File: src/rtl/sensor_ctrl_pkg.sv
// Shared types and default geometry for the sensor controller slice.
package sctrl_pkg;

  localparam int unsigned SCTRL_DEPTH = 64;
  localparam int unsigned SCTRL_AW    = 6;
  localparam int unsigned SCTRL_DW    = 32;

  typedef enum logic [1:0] {IDLE, FILL, FULL} sctrl_state_t;

endpackage

File: src/rtl/sensor_ctrl_if.sv
// CPU-side and sensor-side signals of sensor_ctrl grouped into one bundle.
// Optional SCTRL_OVERRUN_CNT_EN adds the sctrl_ovr_cnt overrun counter output.
interface sensor_ctrl_if #(
  parameter int unsigned AW = sctrl_pkg::SCTRL_AW,
  parameter int unsigned DW = sctrl_pkg::SCTRL_DW
);

  logic          sctrl_en;
  logic          sctrl_clear;
  logic [AW-1:0] sctrl_addr;
  logic          sensor_ready;
  logic [DW-1:0] sensor_out;
  logic          sensor_en;
  logic          sctrl_interrupt;
  logic [DW-1:0] sctrl_out;
`ifdef SCTRL_OVERRUN_CNT_EN
  logic [15:0]   sctrl_ovr_cnt;

  modport master (
    output sctrl_en, sctrl_clear, sctrl_addr, sensor_ready, sensor_out,
    input  sensor_en, sctrl_interrupt, sctrl_out, sctrl_ovr_cnt
  );

  modport slave (
    input  sctrl_en, sctrl_clear, sctrl_addr, sensor_ready, sensor_out,
    output sensor_en, sctrl_interrupt, sctrl_out, sctrl_ovr_cnt
  );
`else
  modport master (
    output sctrl_en, sctrl_clear, sctrl_addr, sensor_ready, sensor_out,
    input  sensor_en, sctrl_interrupt, sctrl_out
  );

  modport slave (
    input  sctrl_en, sctrl_clear, sctrl_addr, sensor_ready, sensor_out,
    output sensor_en, sctrl_interrupt, sctrl_out
  );
`endif

endinterface

File: src/rtl/sensor_ctrl_buf.sv
// 1W1R register file with registered read; kept apart from the FSM so it can
// be replaced by an SRAM macro. Only the read register is reset.
module sctrl_buf #(
  parameter int unsigned DEPTH = sctrl_pkg::SCTRL_DEPTH,
  parameter int unsigned AW    = sctrl_pkg::SCTRL_AW,
  parameter int unsigned DW    = sctrl_pkg::SCTRL_DW
) (
  input  logic          clk,
  input  logic          rst_n,
  input  logic          we,
  input  logic [AW-1:0] waddr,
  input  logic [DW-1:0] wdata,
  input  logic [AW-1:0] raddr,
  output logic [DW-1:0] rdata
);

  logic [DW-1:0] mem [DEPTH];
  logic [DW-1:0] rdata_d, rdata_q;

  always_ff @(posedge clk) begin
    if (we) mem[waddr] <= wdata;
  end

  // Read samples the array before this cycle's write lands: old data on collision.
  always_comb begin
    rdata_d = mem[raddr];
  end

  always_ff @(posedge clk or negedge rst_n) begin
    if (!rst_n) rdata_q <= '0;
    else        rdata_q <= rdata_d;
  end

  assign rdata = rdata_q;

endmodule

File: src/rtl/sensor_ctrl.sv
// Core-side sensor controller: captures one word per sensor_ready into a frame
// buffer and interrupts when full. Optional macro: SCTRL_OVERRUN_CNT_EN.
module sensor_ctrl
  import sctrl_pkg::*;
#(
  parameter int unsigned DEPTH = SCTRL_DEPTH,
  parameter int unsigned AW    = SCTRL_AW,
  parameter int unsigned DW    = SCTRL_DW
) (
  input  logic          clk,
  input  logic          rstn,
  sensor_ctrl_if.slave  bus
);

  sctrl_state_t  state_q, state_d;
  logic [AW-1:0] wptr_q, wptr_d;
  logic          irq_q, irq_d;
  logic          sen;
  logic          wr_en;

  always_comb begin
    state_d = state_q;
    wptr_d  = wptr_q;
    irq_d   = irq_q;
    sen     = (state_q == FILL) && bus.sctrl_en && !bus.sctrl_clear;
    wr_en   = sen && bus.sensor_ready;
    if (bus.sctrl_clear) begin
      state_d = IDLE;
      wptr_d  = '0;
      irq_d   = 1'b0;
    end else begin
      unique case (state_q)
        IDLE: if (bus.sctrl_en) state_d = FILL;
        FILL: begin
          if (!bus.sctrl_en) begin
            state_d = IDLE;
          end else if (bus.sensor_ready) begin
            wptr_d = wptr_q + 1'b1;
            // DEPTH is a power of two, so the last slot is all-ones and wptr wraps to 0.
            if (wptr_q == '1) begin
              state_d = FULL;
              irq_d   = 1'b1;
            end
          end
        end
        FULL:    state_d = FULL;
        default: state_d = IDLE;
      endcase
    end
  end

  always_ff @(posedge clk or negedge rstn) begin
    if (!rstn) begin
      state_q <= IDLE;
      wptr_q  <= '0;
      irq_q   <= 1'b0;
    end else begin
      state_q <= state_d;
      wptr_q  <= wptr_d;
      irq_q   <= irq_d;
    end
  end

  assign bus.sensor_en       = sen;
  assign bus.sctrl_interrupt = irq_q;

  sctrl_buf #(
    .DEPTH (DEPTH),
    .AW    (AW),
    .DW    (DW)
  ) u_buf (
    .clk   (clk),
    .rst_n (rstn),
    .we    (wr_en),
    .waddr (wptr_q),
    .wdata (bus.sensor_out),
    .raddr (bus.sctrl_addr),
    .rdata (bus.sctrl_out)
  );

`ifdef SCTRL_OVERRUN_CNT_EN
  logic [15:0] ovr_q, ovr_d;

  // Clear zeroes the count first; a sample dropped by that same clear is then counted.
  always_comb begin
    ovr_d = bus.sctrl_clear ? 16'd0 : ovr_q;
    if (bus.sensor_ready && (bus.sctrl_clear || state_q == FULL) && ovr_d != 16'hFFFF)
      ovr_d = ovr_d + 16'd1;
  end

  always_ff @(posedge clk or negedge rstn) begin
    if (!rstn) ovr_q <= '0;
    else       ovr_q <= ovr_d;
  end

  assign bus.sctrl_ovr_cnt = ovr_q;
`endif

endmodule

File: src/flat_wrapper.sv
// flat-port wrapper written by rule: the top's interface ports become plain ports
module sensor_ctrl_flat import sctrl_pkg::*;
#(
  parameter int unsigned DEPTH = SCTRL_DEPTH,
  parameter int unsigned AW    = SCTRL_AW,
  parameter int unsigned DW    = SCTRL_DW
)
  (clk, rstn, bus_sctrl_en, bus_sctrl_clear, bus_sctrl_addr, bus_sensor_ready, bus_sensor_out, bus_sensor_en, bus_sctrl_interrupt, bus_sctrl_out);
  sensor_ctrl_if #(.AW(AW), .DW(DW)) bus_i ();
  input  logic clk;
  input  logic rstn;
  input wire logic [$bits(bus_i.sctrl_en)-1:0] bus_sctrl_en;
  input wire logic [$bits(bus_i.sctrl_clear)-1:0] bus_sctrl_clear;
  input wire logic [$bits(bus_i.sctrl_addr)-1:0] bus_sctrl_addr;
  input wire logic [$bits(bus_i.sensor_ready)-1:0] bus_sensor_ready;
  input wire logic [$bits(bus_i.sensor_out)-1:0] bus_sensor_out;
  output wire logic [$bits(bus_i.sensor_en)-1:0] bus_sensor_en;
  output wire logic [$bits(bus_i.sctrl_interrupt)-1:0] bus_sctrl_interrupt;
  output wire logic [$bits(bus_i.sctrl_out)-1:0] bus_sctrl_out;
  assign bus_i.sctrl_en = bus_sctrl_en;
  assign bus_i.sctrl_clear = bus_sctrl_clear;
  assign bus_i.sctrl_addr = bus_sctrl_addr;
  assign bus_i.sensor_ready = bus_sensor_ready;
  assign bus_i.sensor_out = bus_sensor_out;
  assign bus_sensor_en = bus_i.sensor_en;
  assign bus_sctrl_interrupt = bus_i.sctrl_interrupt;
  assign bus_sctrl_out = bus_i.sctrl_out;
  sensor_ctrl #(.DEPTH(DEPTH), .AW(AW), .DW(DW)) u_core (.clk(clk), .rstn(rstn), .bus(bus_i));
endmodule
File: config.mk
export PLATFORM = sky130hd
export DESIGN_NAME = sensor_ctrl_flat
export DESIGN_NICKNAME = d
export VERILOG_FILES = /design/src/rtl/sensor_ctrl_pkg.sv /design/src/rtl/sensor_ctrl_if.sv /design/src/rtl/sensor_ctrl_buf.sv /design/src/rtl/sensor_ctrl.sv /design/src/flat_wrapper.sv
export SDC_FILE = /design/constraint.sdc
export NUM_CORES = 2
export LEC_CHECK = 0
export ABC_CLOCK_PERIOD_IN_PS = 4700
export BUFFER_PORTS_ARGS = -buffer_cell sky130_fd_sc_hd__buf_2
export CAP_MARGIN = 20
export CORE_MARGIN = 3
export CORE_UTILIZATION = 63
export DETAILED_ROUTE_END_ITERATION = 7
export GPL_TIMING_DRIVEN = 0
export PLACE_DENSITY = 0.79
export SLEW_MARGIN = 10
export SYNTH_ARGS = -nofsm -noshare
export SYNTH_HDL_FRONTEND = slang
export SYNTH_HIERARCHICAL = 1
export SYNTH_SLANG_ARGS = --single-unit
File: constraint.sdc
create_clock -name clk -period 4.7 [get_ports clk]
set_clock_uncertainty 0.2 [all_clocks]
set_input_delay 0.94 -clock clk [delete_from_list [all_inputs] [get_ports clk]]
set_output_delay 0.94 -clock clk [all_outputs]
set_load 0.005 [all_outputs]
; Yosys cells after proc, flatten, opt, wreduce, memory -nomap -nowiden
; Memories as Yosys holds them, arrays and structs flattened. A register that Yosys moved wholly into a read port is not among the register bits.
; Cells that the tools add are included.
; Widths: inputs -> output; s select.
[classes]
n_addsub = 1
n_eq_ne = 6
n_mux = 17
reduce_logical = 13
[op_table]
columns = op, n
row1 = $mux 6, 4
row2 = $mux 2, 5
row3 = $ne 4x4->1 const B, 2
row4 = $reduce_bool 2->1, 4
row5 = $mux 1, 7
row6 = $add 6x1->6 const B, 1
row7 = $eq 6x6->1 const B, 1
row8 = $pmux 2 s3, 1
row9 = $reduce_and 3->1, 2
row10 = $reduce_and 4->1, 1
row11 = $logic_and 1x1->1, 3
row12 = $ne 3x3->1 const B, 1
row13 = $eq 2x1->1 const B, 1
row14 = $eq 2x2->1 const B, 1
row15 = $logic_not 1->1, 2
row16 = $logic_not 2->1, 1
[word_totals]
regBits = 9
ram_bits = 2048
in_bits = 43
output_inout_bits = 34
word_cells = 41
mem_count = 1
[mem_list]
columns = name, words, width, read_ports, rd_ports_with_merged_regs, write_ports, line_no
row1 = u_core.u_buf.mem, 64, 32, 1, 1, 1, sensor_ctrl_buf.sv:17  ; logic [DW-1:0] mem [DEPTH];

; Logic depth before layout (Yosys ltp)
[logic_depth]
word_depth = 6
depth_mapped = 10
mapped_depth_nobuf = 7

; By module
; The synthesis kept the hierarchy.
[modules_own_cells]
columns = module, instances, cells_each, area_each_um2, seq_area_each_um2
row1 = sctrl_buf, 1, 3325, 78669.2, 62299.8
row2 = sensor_ctrl, 1, 42, 440.4, 225.2

; Worst setup path after synthesis
; No wires, ideal clock.
[synth_timing]
kind = input -> register
startpoint = in bus_sctrl_clear
endpoint = mem u_core/u_buf/mem[48][0] in the netlist's numbering, enable pin
setup_time_ns = 0.461
arrival_ns = 4.143
required_time_ns = 4.039
slack_ns = -0.104
stages = 6
n_path_buf = 0
path_cell_list = and4bb_2 nand2_1 inv_1 nand3_1 or3_1 nor3_1
[synth_via]
elab_chain_cells = 5
[synth_lines]
columns = item, line_no
row1 = "start, declared", flat_wrapper.sv:13  ; input wire logic [$bits(bus_i.sctrl_clear)-1:0] bus_sctrl_clear;
row2 = $logic_not 1->1, sensor_ctrl.sv:25  ; sen = (state_q == FILL) && bus.sctrl_en && !bus.sctrl_clear;
row3 = $logic_and 1x1->1, sensor_ctrl.sv:25
row4 = $logic_and 1x1->1, sensor_ctrl.sv:26  ; wr_en = sen && bus.sensor_ready;
row5 = named net u_core.wr_en, sensor_ctrl.sv:19  ; logic wr_en;
row6 = $mux 1, sensor_ctrl_buf.sv:21  ; if (we) mem[waddr] <= wdata;
row7 = $mux 1 (implied by the code), sensor_ctrl_buf.sv:21
row8 = "end, declared", sensor_ctrl_buf.sv:17
; The timed path passes the listed nets, and every way through them passes these cells.

==> run_results.csv <==
group,metric,value,unit
pwr,pwr-share-seq,0.537,
critical_path,crit_fanout,10,
die,num_io_pins,77,
pwr,power_leakage,28.7,nW
timing,fmax,211,MHz
pwr,p_comb_frac,0.053,
synthesis,yosysTopAreaCell,"edfxtp_1",
global_routing,grt_pass1_vias,43300,
pwr,switching_share,0.215,
drt,drc,0,
global_routing,grt_pass1_wl,352,mm
drt,via_per_inst,7.83,
global_routing,grt_max_degree,65,
drt,antenna_left,0,
final_layout,final_cell_mix,"edfxtp_1 (2048), mux4_2 (544), clkbuf_16 (205)",
global_routing,grt.total_usage,0.404,
die,die_width,360,um
pwr,switching_power,8.21,mW
pwr,p_per_area,419,mW/mm2
clocking,clk_latency,0.84,ns
synthesis,synth_top_area_share,0.777,
pwr,power_frac_clock,0.410,
synthesis,synth_area_per_cell,23.5,um2
placement,port_buffers,73,
synthesis,syn_area,0.0791,mm2
global_routing,antenna_found_initial,16,
final_layout,stdcell_count,5586,
timing,worst_pin_slew,1.25,ns
synthesis,synth_fp_nets,3411,
die,die_area,0.130,mm2
critical_path,crit_arrival,5.20,ns
clocking,cts.sinks,2089,
die,num_rows,129,
clocking,cts_tree,"built",
drt,vias,43700,
clocking,clockRootBuffer,"clkbuf_16",
timing,grt_setup_unrepaired,"no",
timing,min_period,4.74,ns
final_layout,area_delta_synth_final,15.2,%
die,die_y,360,um
drt,wl,259,mm
outcome,status,"complete, but fails checks",
die,start_util,0.637,
synthesis,yosysUniqueCellTypes,43,
outcome,violations,"setup timing",
drt,drt-pass1-iter-count,8,
synthesis,syn_inst,3367,
clocking,htree_num_levels,4,
global_routing,overflow,0,
synthesis,yosys-top-cells-area,"edfxtp_1 (78%), mux4_2 (15%), dfrtp_1 (1.3%), mux2i_1 (1.2%), nor2_1 (0.66%)",
timing,finalHoldViolations,0,
drt,drt_iter0_drc,9273,
flow_run,maxCapViolCount,0,
clocking,ctsResizeCount,0,
timing,finalSetupViolCount,1,
placement,placed_cells,5192,
synthesis,yosys_warnings,6,
pwr,peakVddDrop,0.000427,V
critical_path,worstSetupPathType,"in -> reg",
min_path,min_path_type,"in -> reg",
timing,setup_slack,-0.0421,ns
timing,relSlewSlack,0.168,
timing,drv_slew,0,
synthesis,ys_seq_area_frac,0.790,
final_layout,nets,3820,
timing,period_share,1.01,
pwr,p_int,29.9,mW
clocking,cts_hold_buf,1,
critical_path,end_kind,"flip-flop",
final_layout,drive_above_1_share,0.301,
clocking,clockBufferDepth,3,
placement,gp_congestion,0.919,
final_layout,final_common_cell,"edfxtp_1",
clocking,post_cts_buffers,0,
timing,finalHoldWorstSlack,0.202,ns
placement,dpl.hpwl,155,mm
die,core-area,0.124,mm2
drt,wl_per_cell,46.4,um
synthesis,synth-seq-cells,2089,
critical_path,crit_required,5.16,ns
clocking,cts_buffers,196,
clocking,clkSlewWorstSetupHoldPaths,0.06,ns
critical_path,start_kind,"primary input",
## layout make-up
cell class | count | area, um2
Multi-Input combinational cell | 1092 | 16200
Fill cell | 6348 | 33000
Clock inverter | 100 | 826
Inverter | 4 | 15.0
Buffer | 182 | 890
Clock buffer | 261 | 5390
Sequential cell | 2089 | 62500
Timing Repair Buffer | 211 | 3260
Antenna cell | 10 | 25.0
Tap cell | 1637 | 2050
## registers in the layout, summed over array words and instances, names as in the netlist
register	flops
u_core/bus.sctrl_interrupt	1
u_core/u_buf/rdata	32
u_core/state_q	2
u_core/wptr_q	6
u_core/u_buf/mem	2048
## power by group through the flow
stage	combinational, mW	sequential (mW)	clock, mW
3_5_place_dp	1.84	20.9	0
5_1_grt	2.03	20.5	16.3
4_1_cts	1.89	20.5	15.6
6_report	2.02	20.5	15.6
3_3_place_gp	1.78	20.9	0
2_1_floorplan	0.912	20.9	0
## final timing paths
kind,startpoint,end,slack [ns],cells past startpoint
min,bus_sensor_ready,u_core/state_q[0],0.20,2
max,bus_sctrl_addr[1],u_core/u_buf/rdata[15],-0.04,9
max reg2reg,u_core/state_q[1],u_core/u_buf/mem[30][15],0.75,8
min in group asynchronous,rstn,u_core/u_buf/rdata[16],0.37,2
max in group asynchronous,rstn,u_core/u_buf/rdata[31],3.36,3
min reg2reg,u_core/bus.sctrl_interrupt,u_core/bus.sctrl_interrupt,0.34,1
## layer usage
metal	global-route usage	share of wire	wire length, um	vias up
met1	0.510	0.29	76200	22200
met4	0.279	0.088	22800	14
met2	0.600	0.45	117000	4992
met3	0.140	0.16	42600	1223
met5	0	0.00083	216	-
li1	-	-	-	15300
## synthesized netlist by cell type
| cell type | n |
|---|---|
| edfxtp_1 | 2048 |
| mux4_2 | 544 |
| nor2_1 | 140 |
| mux2i_1 | 93 |
| o22ai_1 | 84 |
| clkbuf_1 | 76 |
| a21oi_1 | 66 |
| buf_2 | 60 |
| dfrtp_1 | 41 |
| nand2_1 | 30 |
| o221ai_1 | 27 |
| buf_4 | 21 |
| buf_1 | 19 |
| nor2b_1 | 14 |
| a22oi_1 | 12 |
| nand3_1 | 10 |
| a311oi_1 | 8 |
| nand2b_1 | 8 |
| nor3_1 | 7 |
| buf_6 | 6 |
| nand3b_1 | 5 |
| a41o_1 | 4 |
| and3_1 | 4 |
| inv_1 | 4 |
| o21ai_0 | 4 |
| o32ai_1 | 4 |
| or3_1 | 4 |
| or3_2 | 3 |
| or3b_2 | 3 |
| a31oi_1 | 2 |
| a32o_1 | 2 |
| and2_1 | 2 |
| or3b_1 | 2 |
| a22o_1 | 1 |
| and4bb_2 | 1 |
| ha_1 | 1 |
| nand4_1 | 1 |
| nand4b_4 | 1 |
| o31ai_1 | 1 |
| or2_0 | 1 |
| or2_1 | 1 |
| or2_2 | 1 |
| or4_1 | 1 |
## cell families after synthesis
kind of cell	share of synthesized area
AO/OA/AOI/OAI	0.0177
adder cells (fa/ha/maj)	0.000158
multiplexers	0.167
AND/OR/NAND/NOR	0.0139
flip-flops	0.790
buffers and inverters	0.0113
## critical path, stage by stage
cell	delay (ns)
buf_2	0.39
buf_2	0.52
buf_2	0.42
buf_1	0.84
nand3b_1	0.52
o221ai_1	0.48
a21oi_1	0.18
a21oi_1	0.71
nor2_1	0.17
## stage by stage
step | total power, mW | setup WS [ns] | setup TNS [ns] | utilization | instance area, um2
detailed placement | 22.7 | -0.315 | -2.40 | 0.680 | 84500
CTS | 38.0 | 0.381 | 0 | 0.731 | 90700
global route | 38.9 | 0.163 | 0 | 0.734 | 91100
global placement | 22.7 | -4.57 | -3686.94 | 0.657 | 81500
finish | 38.1 | -0.0421 | -0.0421 | 0.734 | 91100
floorplan | 21.8 | 0.0783 | 0 | - | 79100
Power figures use the tool's default switching activity.
